## config.mk

```make
export PLATFORM = sky130hd
export DESIGN_NAME = instr_encoder
export DESIGN_NICKNAME = d
export VERILOG_FILES = /design/src/rtl/riscv_pkg.sv /design/src/rtl/imm_pack.sv /design/src/rtl/instr_encoder.sv
export SDC_FILE = /design/constraint.sdc
export NUM_CORES = 1
export LEC_CHECK = 0
export ABC_AREA = 1
export BUFFER_PORTS_ARGS = -buffer_cell sky130_fd_sc_hd__buf_2
export CAP_MARGIN = 10
export CORE_MARGIN = 8
export CORE_UTILIZATION = 55
export CTS_CLUSTER_SIZE = 12
export DETAILED_ROUTE_END_ITERATION = 8
export PLACE_DENSITY = 0.84
export REMOVE_ABC_BUFFERS = 1
export SYNTH_ARGS = -nofsm -noshare
export SYNTH_HDL_FRONTEND = slang
export SYNTH_SLANG_ARGS = --single-unit
```

## constraint.sdc

```tcl
create_clock -name clk -period 15.7 [get_ports clk]
set_input_delay 3.14 -clock clk [delete_from_list [all_inputs] [get_ports clk]]
set_output_delay 3.14 -clock clk [all_outputs]
set_load 0.05 [all_outputs]
```

## src/rtl/riscv_pkg.sv

```systemverilog
// Shared RISC-V definitions: immediate format coding (matches the decoder's ImmSrc)
// and the canonical NOP.
package riscv_pkg;

  typedef enum logic [1:0] {
    FMT_I = 2'b00,
    FMT_S = 2'b01,
    FMT_B = 2'b10,
    FMT_J = 2'b11
  } fmt_e;

  localparam logic [31:0] INSTR_NOP = 32'h0000_0013;

  // True when the sign-extended immediate cannot be encoded in the given format.
  function automatic logic imm_unrepresentable(fmt_e fmt, logic [31:0] imm);
    logic bad;
    bad = 1'b0;
    case (fmt)
      FMT_I, FMT_S: bad = !(&imm[31:11] || ~|imm[31:11]);
      FMT_B:        bad = !(&imm[31:12] || ~|imm[31:12]) || imm[0];
      FMT_J:        bad = !(&imm[31:20] || ~|imm[31:20]) || imm[0];
      default:      bad = 1'b0;
    endcase
    return bad;
  endfunction

endpackage

```

## src/rtl/imm_pack.sv

```systemverilog
// Combinational field packer: places opcode, registers, funct3 and immediate bits
// into a 32-bit I/S/B/J instruction word.
module imm_pack
  import riscv_pkg::*;
(
  input  fmt_e        fmt,
  input  logic [6:0]  opcode,
  input  logic [2:0]  funct3,
  input  logic [4:0]  rd,
  input  logic [4:0]  rs1,
  input  logic [4:0]  rs2,
  input  logic [20:0] imm,
  output logic [31:0] instr
);

  always_comb begin
    instr = '0;
    unique case (fmt)
      FMT_I: instr = {imm[11:0], rs1, funct3, rd, opcode};
      FMT_S: instr = {imm[11:5], rs2, rs1, funct3, imm[4:0], opcode};
      FMT_B: instr = {imm[12], imm[10:5], rs2, rs1, funct3, imm[4:1], imm[11], opcode};
      FMT_J: instr = {imm[20], imm[10:1], imm[11], imm[19:12], rd, opcode};
      default: instr = '0;
    endcase
  end

endmodule

```

## src/rtl/instr_encoder.sv

```systemverilog
// Two-stage valid/ready instruction encoder with address tagging.
// Define IMM_RANGE_CHECK_EN to replace unencodable immediates with a flagged NOP.
module instr_encoder
  import riscv_pkg::*;
#(
  parameter logic [31:0] BASE_ADDR = 32'h0000_0000
) (
  input  logic        clk,
  input  logic        rst_n,
  input  logic        in_valid,
  output logic        in_ready,
  input  logic [1:0]  in_fmt,
  input  logic [6:0]  in_opcode,
  input  logic [2:0]  in_funct3,
  input  logic [4:0]  in_rd,
  input  logic [4:0]  in_rs1,
  input  logic [4:0]  in_rs2,
  input  logic [31:0] in_imm,
  output logic        out_valid,
  input  logic        out_ready,
  output logic [31:0] out_instr,
  output logic [31:0] out_addr,
  output logic        out_err
`ifdef IMM_RANGE_CHECK_EN
  ,
  output logic [7:0]  err_cnt
`endif
);

  logic        s1_valid, s2_valid;
  fmt_e        s1_fmt;
  logic [6:0]  s1_op;
  logic [2:0]  s1_f3;
  logic [4:0]  s1_rd, s1_rs1, s1_rs2;
  logic [20:0] s1_imm;
  logic [31:0] packed_instr, next_instr, s2_instr, addr_q;
  logic        s2_ready, in_fire, s1_move, out_fire;

  // in_ready depends only on registered state and out_ready, never on in_valid.
  assign in_ready = !(s1_valid && s2_valid && !out_ready);
  assign s2_ready = !s2_valid || out_ready;
  assign in_fire  = in_valid && in_ready;
  assign s1_move  = s1_valid && s2_ready;
  assign out_fire = s2_valid && out_ready;

  imm_pack u_imm_pack (
    .fmt    (s1_fmt),
    .opcode (s1_op),
    .funct3 (s1_f3),
    .rd     (s1_rd),
    .rs1    (s1_rs1),
    .rs2    (s1_rs2),
    .imm    (s1_imm),
    .instr  (packed_instr)
  );

  always_ff @(posedge clk) begin
    if (!rst_n) begin
      s1_valid <= 1'b0;
      s2_valid <= 1'b0;
      s2_instr <= '0;
      addr_q   <= BASE_ADDR;
    end else begin
      if (in_ready) s1_valid <= in_valid;
      if (in_fire) begin
        s1_fmt <= fmt_e'(in_fmt);
        s1_op  <= in_opcode;
        s1_f3  <= in_funct3;
        s1_rd  <= in_rd;
        s1_rs1 <= in_rs1;
        s1_rs2 <= in_rs2;
        s1_imm <= in_imm[20:0];
      end
      if (s2_ready) s2_valid <= s1_valid;
      if (s1_move)  s2_instr <= next_instr;
      if (out_fire) addr_q   <= addr_q + 32'd4;
    end
  end

`ifdef IMM_RANGE_CHECK_EN
  logic       s1_bad, s2_err;
  logic [7:0] cnt_q;

  assign next_instr = s1_bad ? INSTR_NOP : packed_instr;

  always_ff @(posedge clk) begin
    if (!rst_n) begin
      s2_err <= 1'b0;
      cnt_q  <= '0;
    end else begin
      if (in_fire) s1_bad <= imm_unrepresentable(fmt_e'(in_fmt), in_imm);
      if (s1_move) s2_err <= s1_bad;
      if (out_fire && s2_err && cnt_q != 8'hFF) cnt_q <= cnt_q + 8'd1;
    end
  end

  assign out_err = s2_err;
  assign err_cnt = cnt_q;
`else
  // Upper immediate bits only matter to the range check; truncate silently here.
  logic [10:0] unused_imm_hi;
  assign unused_imm_hi = in_imm[31:21];
  assign next_instr    = packed_instr;
  assign out_err       = 1'b0;
`endif

  assign out_valid = s2_valid;
  assign out_instr = s2_instr;
  assign out_addr  = addr_q;

endmodule

```

==> results of run 1 <==
==> area by class of cell <==
type | count | area, µm²
multi-input cells | 293 | 1470
inverters | 58 | 219
fillers | 651 | 2710
clock inverters | 7 | 72.6
repair buffers | 118 | 598
flip-flops and latches | 112 | 2720
clock buffers | 9 | 124
well taps | 105 | 131
==> power breakdown <==
group	switching, W	internal (W)
clock network	0.000105	0.0000625
registers	0.00000572	0.000316
logic	0.0000445	0.0000148
==> tightest hold or removal path, stage by stage (launching register included) <==
cell,delay [ns]
edfxtp_1,0.33
nor2_1,0.04
nor2_1,0.08
==> how the worst min path moves through the flow <==
stage	endpoint	slack (ns)	cells after the start
final	out_instr[28]	0.48	2
after global routing	out_addr[16]	0.50	2
after CTS	out_addr[16]	0.49	2
after detailed placement	out_instr[2]	0.46	2
after global placement	out_instr[30]	0.45	2
after floorplan	out_instr[0]	0.45	2
==> cells in the final DEF (no fill, tap or decap), types with 3 or more instances in the layout <==
master    synthesis  routed
nor2_4            6       6
clkbuf_8          0       9
nor3_1            6       5
inv_2             3       3
nand4_1           3       3
o21ai_0          40      40
nor2_1           70      70
dfxtp_1          64      64
nand2_2           3       3
inv_1            53      53
inv_6             0       4
o211ai_1         12      12
nand2_1          63      63
buf_2             6     115
a21oi_1          41      41
nor2_2            4       4
edfxtp_1         48      48
conb_1            1       3
buf_4             4       3
nand3_1          23      23
nor3b_1           3       3
==> stage by stage <==
stage          total power [W]  area, µm²  std cells  hold WS (ns)  worst slack, ns
3_5_place_dp          0.000388       5140        686         0.462             8.68
2_1_floorplan         0.000367       4410        463         0.447             8.52
3_3_place_gp          0.000386       5140        686         0.453             8.69
4_1_cts               0.000553       5340        702         0.485             8.68
6_report              0.000549       5340        702         0.484             8.67
5_1_grt               0.000570       5340        702         0.504             8.56
==> state kept, by name (all words and copies together), names as in the netlist <==
register	count
out_instr	32
out_addr	30
s1_imm	21
s1_op	7
s1_rd	5
s1_rs1	5
s1_rs2	5
s1_f3	3
s1_fmt	2
out_valid	1
s1_valid	1
==> routing by layer <==
| layer | up-vias | wire length, µm |
|---|---|---|
| met5 | - | 0 |
| met4 | 0 | 67 |
| met3 | 6 | 904 |
| met2 | 132 | 5050 |
| met1 | 1686 | 4300 |
| li1 | 1813 | - |
==> kinds of logic (layout without fill, tap and decap cells) <==
logic type	count (synthesis)	in the layout	share of synthesized area, %
other	1	3	0.0836
and+or+nand+nor	188	188	19.8
DFF	112	112	60.7
AOI/OAI and AO/OA	101	101	12.3
adders and majority gates	1	1	0.279
buffers and inverters	74	192	6.73
==> impl_results.md, run 1 <==
- Startpoint types: input pin
- Yosys top cell area share: 32.2%
- Crit-path max FO: 2
- Die height: 106 µm
- First-pass GRT wire length: 16700 µm
- R2R Path Start: out_valid
- Setup slack, reg-to-reg: 13.55 ns
- CP Capture Type: primary output
- DP HPWL: 7430 µm
- Core Area: 8050 µm²
- EDFF count, synth: 48
- Setup crit start: out_ready
- Max Clock Freq: 142 MHz
- Max stage delay on crit path: 0.22 ns
- Status: complete, no violations
- Die Area: 11300 µm²
- Post-CTS sizing: 0
- CTS Hold Buffers Added: 0
- Synthesized area: 4480 µm²
- Met2 Usage GRT: 32.0%
- Critical Path, Cell by Cell: buf_2 > inv_1 > nand2_1 > nor2_1 > inv_1 > buf_2
- Hold crit path type: flip-flop to flip-flop
- DRT antenna net count: 0
- Pre-antenna DRT Iters: 5
- Worst min-delay path startpoint: s1_imm[8]
- Nets: 656
- Worst clock skew: 0.0135 ns
- Via count: 3637
- Avg Inst Size Synth: 9.40 µm²
- Peak supply drop: 0.0000645 V
- Seq/Total Area, Yosys: 60.7%
- Relative slew margins: 41.2%
- Antenna fix cells: 0
- WP buf/inv: 4
- Vias per Instance: 5.18
- Slowest CP cell: buf_2
- DRT iter0 DRCs: 154
- Pwr Density: 103 nW/µm²
- Number of global-route vias before repair: 3766
- CP Data Arrival Time: 3.89 ns
- Remaining DRCs: 0
- Synthesis Warnings: 0
- Starting Density: 55.7%
- Levels on crit path: 6
- Synth Register Bits: 112
- TritonCTS buffer count: 9
- Fin crit period: 7.03 ns
- Dominant cell type by area after synthesis: edfxtp_1
- Layout cells sized above 1: 26.6%
- Routing usage on met3: 5.44%
- Pleak: 2.35 nW
- CP top delay family: buffers and inverters
- WL per Instance: 14.7 µm
- Layout overhead on the synthesized area: 19.1%
- Port bufs: 115
- Worst R2R End: s1_rd[4]
- Final hold violation count: 0
- Clk slew on worst S/H paths: 0.10 ns
- Root Buffer: clkbuf_8
- Max Cap Viol: 0
- Initial antenna violation count: 0
- FFs w/ async S/R, synth: 0%
- Most Crowded Layer GR: met2
- CP Capture Point: in_ready
- Post-Syn Instances: 477
- Fin Setup TNS: 0 ns
- Synth unique cells: 34
- Global-route met1 utilization: 20.1%
- Final Cycle Share: 44.8%
- Maximum number of pins on one net before global-route repair: 58
- Clock Latency Late Sink: 0.38 ns
- Routability cong.: 0.835
- Total grt overflow: 0
- Util after Layout: 66.3%
- Total clock sinks: 112
- Row cnt: 33
- Aggregate global-route resource usage: 18.2%
- Endpoints failing setup: 0
- Width of the die: 106 µm
- Main synth FF type: dfxtp_1
- Total I/O pin count: 130
- Crit path kind: input pin to primary output
- Final wirelength: 10300 µm
- CTS Buffer Depth: 2
- H-tree lvl count: 3
- RSZ-0062 raised after global routing: false
- Setup Buffers After CTS: 0
- Leading post-synthesis cells by cell area: edfxtp_1 32%, dfxtp_1 29%, nor2_1 5.9%, nand2_1 5.3%, a21oi_1 4.6%
- Slew Viols, Final: 0
- CTS tree: done
- R2R cell count: 4
- Post-synth top cells: 70 x nor2_1, 64 x dfxtp_1, 63 x nand2_1, 53 x inv_1, 48 x edfxtp_1
- Top-count cell post-synth: nor2_1
- Req. time, crit path: 12.56 ns
- Slew @ Worst Pin: 0.877 ns
Power figures use the tool's default switching activity.
==> inputs of run 2 (changes only) <==
CORE_UTILIZATION = 51   (was 55)
PLACE_DENSITY = 0.79   (was 0.84)
clock period = 6.6 ns   (was 15.7 ns; I/O delays follow)
==> run 2 against run 1 <==
  * Utilization is 4.5 points lower
  * Total power rose by 140%
  * Register-to-register slack worse by 8.8 ns
  * Critical path depth shrank 2
  * Largest cell class unchanged
  * Largest power group unchanged
  * Highest routed layer unchanged
==> impl_results.md, run 2 (synthesized netlist as in run 1, its figures left out) <==
- Routability cong.: 0.804 (-3.7%)
- Peak supply drop: 0.000154 V (+140%)
- DRT iter0 DRCs: 188 (+22%)
- Nets: 655 (-0.15%)
- Total grt overflow: 0 (unchanged)
- Clk slew on worst S/H paths: 0.11 ns (about the same)
- Max Clock Freq: 293 MHz
- FILL cells: 748 (+15%)
- Starting Density: 51.9% (-3.8 points)
- Die height: 110 µm (+3.3%)
- Register Area: 2720 µm² (unchanged)
- Power share of the combinational group: 10.9% (about the same)
- CP Data Arrival Time: 3.42 ns (-0.47 ns)
- Final instance area: 5330 µm² (about the same)
- Fin crit period: 3.41 ns
- Final wirelength: 10000 µm (-2.6%)
- Endpoints failing setup: 0 (unchanged)
- Startpoint types: input pin
- Worst clock skew: 0.0124 ns (-0.00109 ns)
- Root Buffer: clkbuf_8
- WL per Instance: 14.3 µm (-2.9%)
- WHS Path Cells: 2 (unchanged)
- Hold crit path type: flip-flop to flip-flop
- CTS Hold Buffers Added: 0 (unchanged)
- TritonCTS buffer count: 9 (unchanged)
- Fin Setup TNS: 0 ns (unchanged)
- WHS Endpoint: out_instr[26]
- Die Area: 12000 µm² (+6.6%)
- Sequential power share: 59.1% (+0.4 points)
- Max Cap Viol: 0 (unchanged)
- Relative slew margins: 37.3% (-3.9 points)
- Cell Int Power: 0.000937 W (+140%)
- DP HPWL: 7330 µm (-1.3%)
- Slew @ Worst Pin: 0.940 ns (+0.0628 ns)
- Final Cycle Share: 51.7%
- Crit-path max FO: 57 (+55)
- Commonest non-fill, non-tap cell in the layout: buf_2
- Largest register FFs: 32 (unchanged)
- Remaining DRCs: 0 (unchanged)
- Sw power: 0.000358 W (+130%)
- Worst min-delay path startpoint: s1_imm[6]
- Vias per Instance: 5.17 (-0.26%)
- CTS tree: done
- Setup slack, reg-to-reg: 4.74 ns (-8.81 ns)
- CTS Buffer Depth: 2 (unchanged)
- Via count: 3638 (+0.027%)
- Req. time, crit path: 6.61 ns (-5.95 ns)
- R2R cell count: 7 (+3)
- Maximum number of pins on one net before global-route repair: 58 (unchanged)
- Aggregate global-route resource usage: 17.1% (-1.1 points)
- Crit path kind: input pin to flip-flop
- Antenna fix cells: 0 (unchanged)
- Status: complete, no violations
- Initial antenna violation count: 0 (unchanged)
- Util after Layout: 61.8% (-4.5 points)
- Most frequent cells in the layout: 115 x buf_2, 70 x nor2_1, 64 x dfxtp_1, 63 x nand2_1, 53 x inv_1
- Total I/O pin count: 130 (unchanged)
- Clock Latency Late Sink: 0.36 ns (-0.02 ns)
- Worst R2R End: out_instr[22]
- Layout cells sized above 1: 26.3% (-0.29 points)
- Slew Viols, Final: 0 (unchanged)
- DRT antenna net count: 0 (unchanged)
- Post-CTS sizing: 0 (unchanged)
- Layout overhead on the synthesized area: 19.0% (about the same)
- Clk pwr share: 30.0% (-0.5 points)
- RSZ-0062 raised after global routing: false
- R2R Path Start: s1_fmt[1]
- Port bufs: 115 (unchanged)
- Dpl cell area: 5140 µm² (about the same)
- Area of the multi-input gates: 1470 µm² (unchanged)
- Total clock sinks: 112 (unchanged)
- Core Area: 8640 µm² (+7.3%)
- Pleak: 2.35 nW (-0.32%)
- Width of the die: 110 µm (+3.3%)
- First-pass GRT wire length: 16500 µm (-1.1%)
- Row cnt: 34 (+3.0%)
- Number of global-route vias before repair: 3714 (-1.4%)
- H-tree lvl count: 3 (unchanged)
- Pre-antenna DRT Iters: 5 (unchanged)
- CP Capture Type: flip-flop
- Setup Buffers After CTS: 0 (unchanged)
- Net Sw Frac: 27.7% (-0.60 points)
- Pwr Density: 243 nW/µm² (+140%)
- Final hold violation count: 0 (unchanged)
-- run 2: changes by cell type in the layout (fill, tap and decap cells not counted), sizes merged --
cell / change
buf: -1
clkbuf: +1
clkinv: -1
-- run 2: cell type report --
type	count	share of cell area, %
clock buffers	10	2.39
clock inverters	6	1.27
well taps	108	2.53
multi-input cells	293	27.6
inverters	58	4.11
repair buffers	117	11.1
flip-flops and latches	112	51.0
-- run 2: per-stage QoR --
| stage | power, W | cells | worst slack, ns | hold slack, ns |
|---|---|---|---|---|
| 2_1_floorplan | 0.000872 | 463 | 1.24 | 0.447 |
| 3_3_place_gp | 0.000918 | 688 | 2.82 | 0.454 |
| 3_5_place_dp | 0.000923 | 688 | 2.79 | 0.462 |
| 4_1_cts | 0.00131 | 704 | 3.18 | 0.490 |
| 5_1_grt | 0.00135 | 704 | 2.96 | 0.510 |
| 6_report | 0.00130 | 704 | 3.19 | 0.483 |
-- run 2: how the worst max path moves through the flow --
stage,endpoint,start,cells after the start
CTS,s1_imm[9],rst_n,4
floorplan,s1_f3[0],rst_n,2
global placement,s1_imm[16],rst_n,4
finish,s1_f3[0],rst_n,4
detailed placement,s1_rs1[1],rst_n,4
global route,s1_rs1[0],rst_n,4
-- run 2: layer usage --
metal	share of wire, %	GRT usage, %	vias to the layer above
met5	0	0	-
li1	-	-	1809
met3	7.3	3.93	11
met2	50	29.5	111
met1	42	20.2	1707
met4	1.2	6.36	0
-- run 2: power by group through the flow --
stage / clock network (W) / logic [W] / registers (W)
finish: 0.000389 / 0.000141 / 0.000766
global route: 0.000426 / 0.000152 / 0.000769
CTS: 0.000403 / 0.000142 / 0.000766
detailed placement: 0 / 0.000142 / 0.000781
global placement: 0 / 0.000138 / 0.000781
floorplan: 0 / 0.0000404 / 0.000832
-- run 2: worst max-delay path, cell delays in order --
cell      delay (ns)
buf_2           0.71
clkinv_1        0.57
nor3_2          0.27
buf_4           0.51
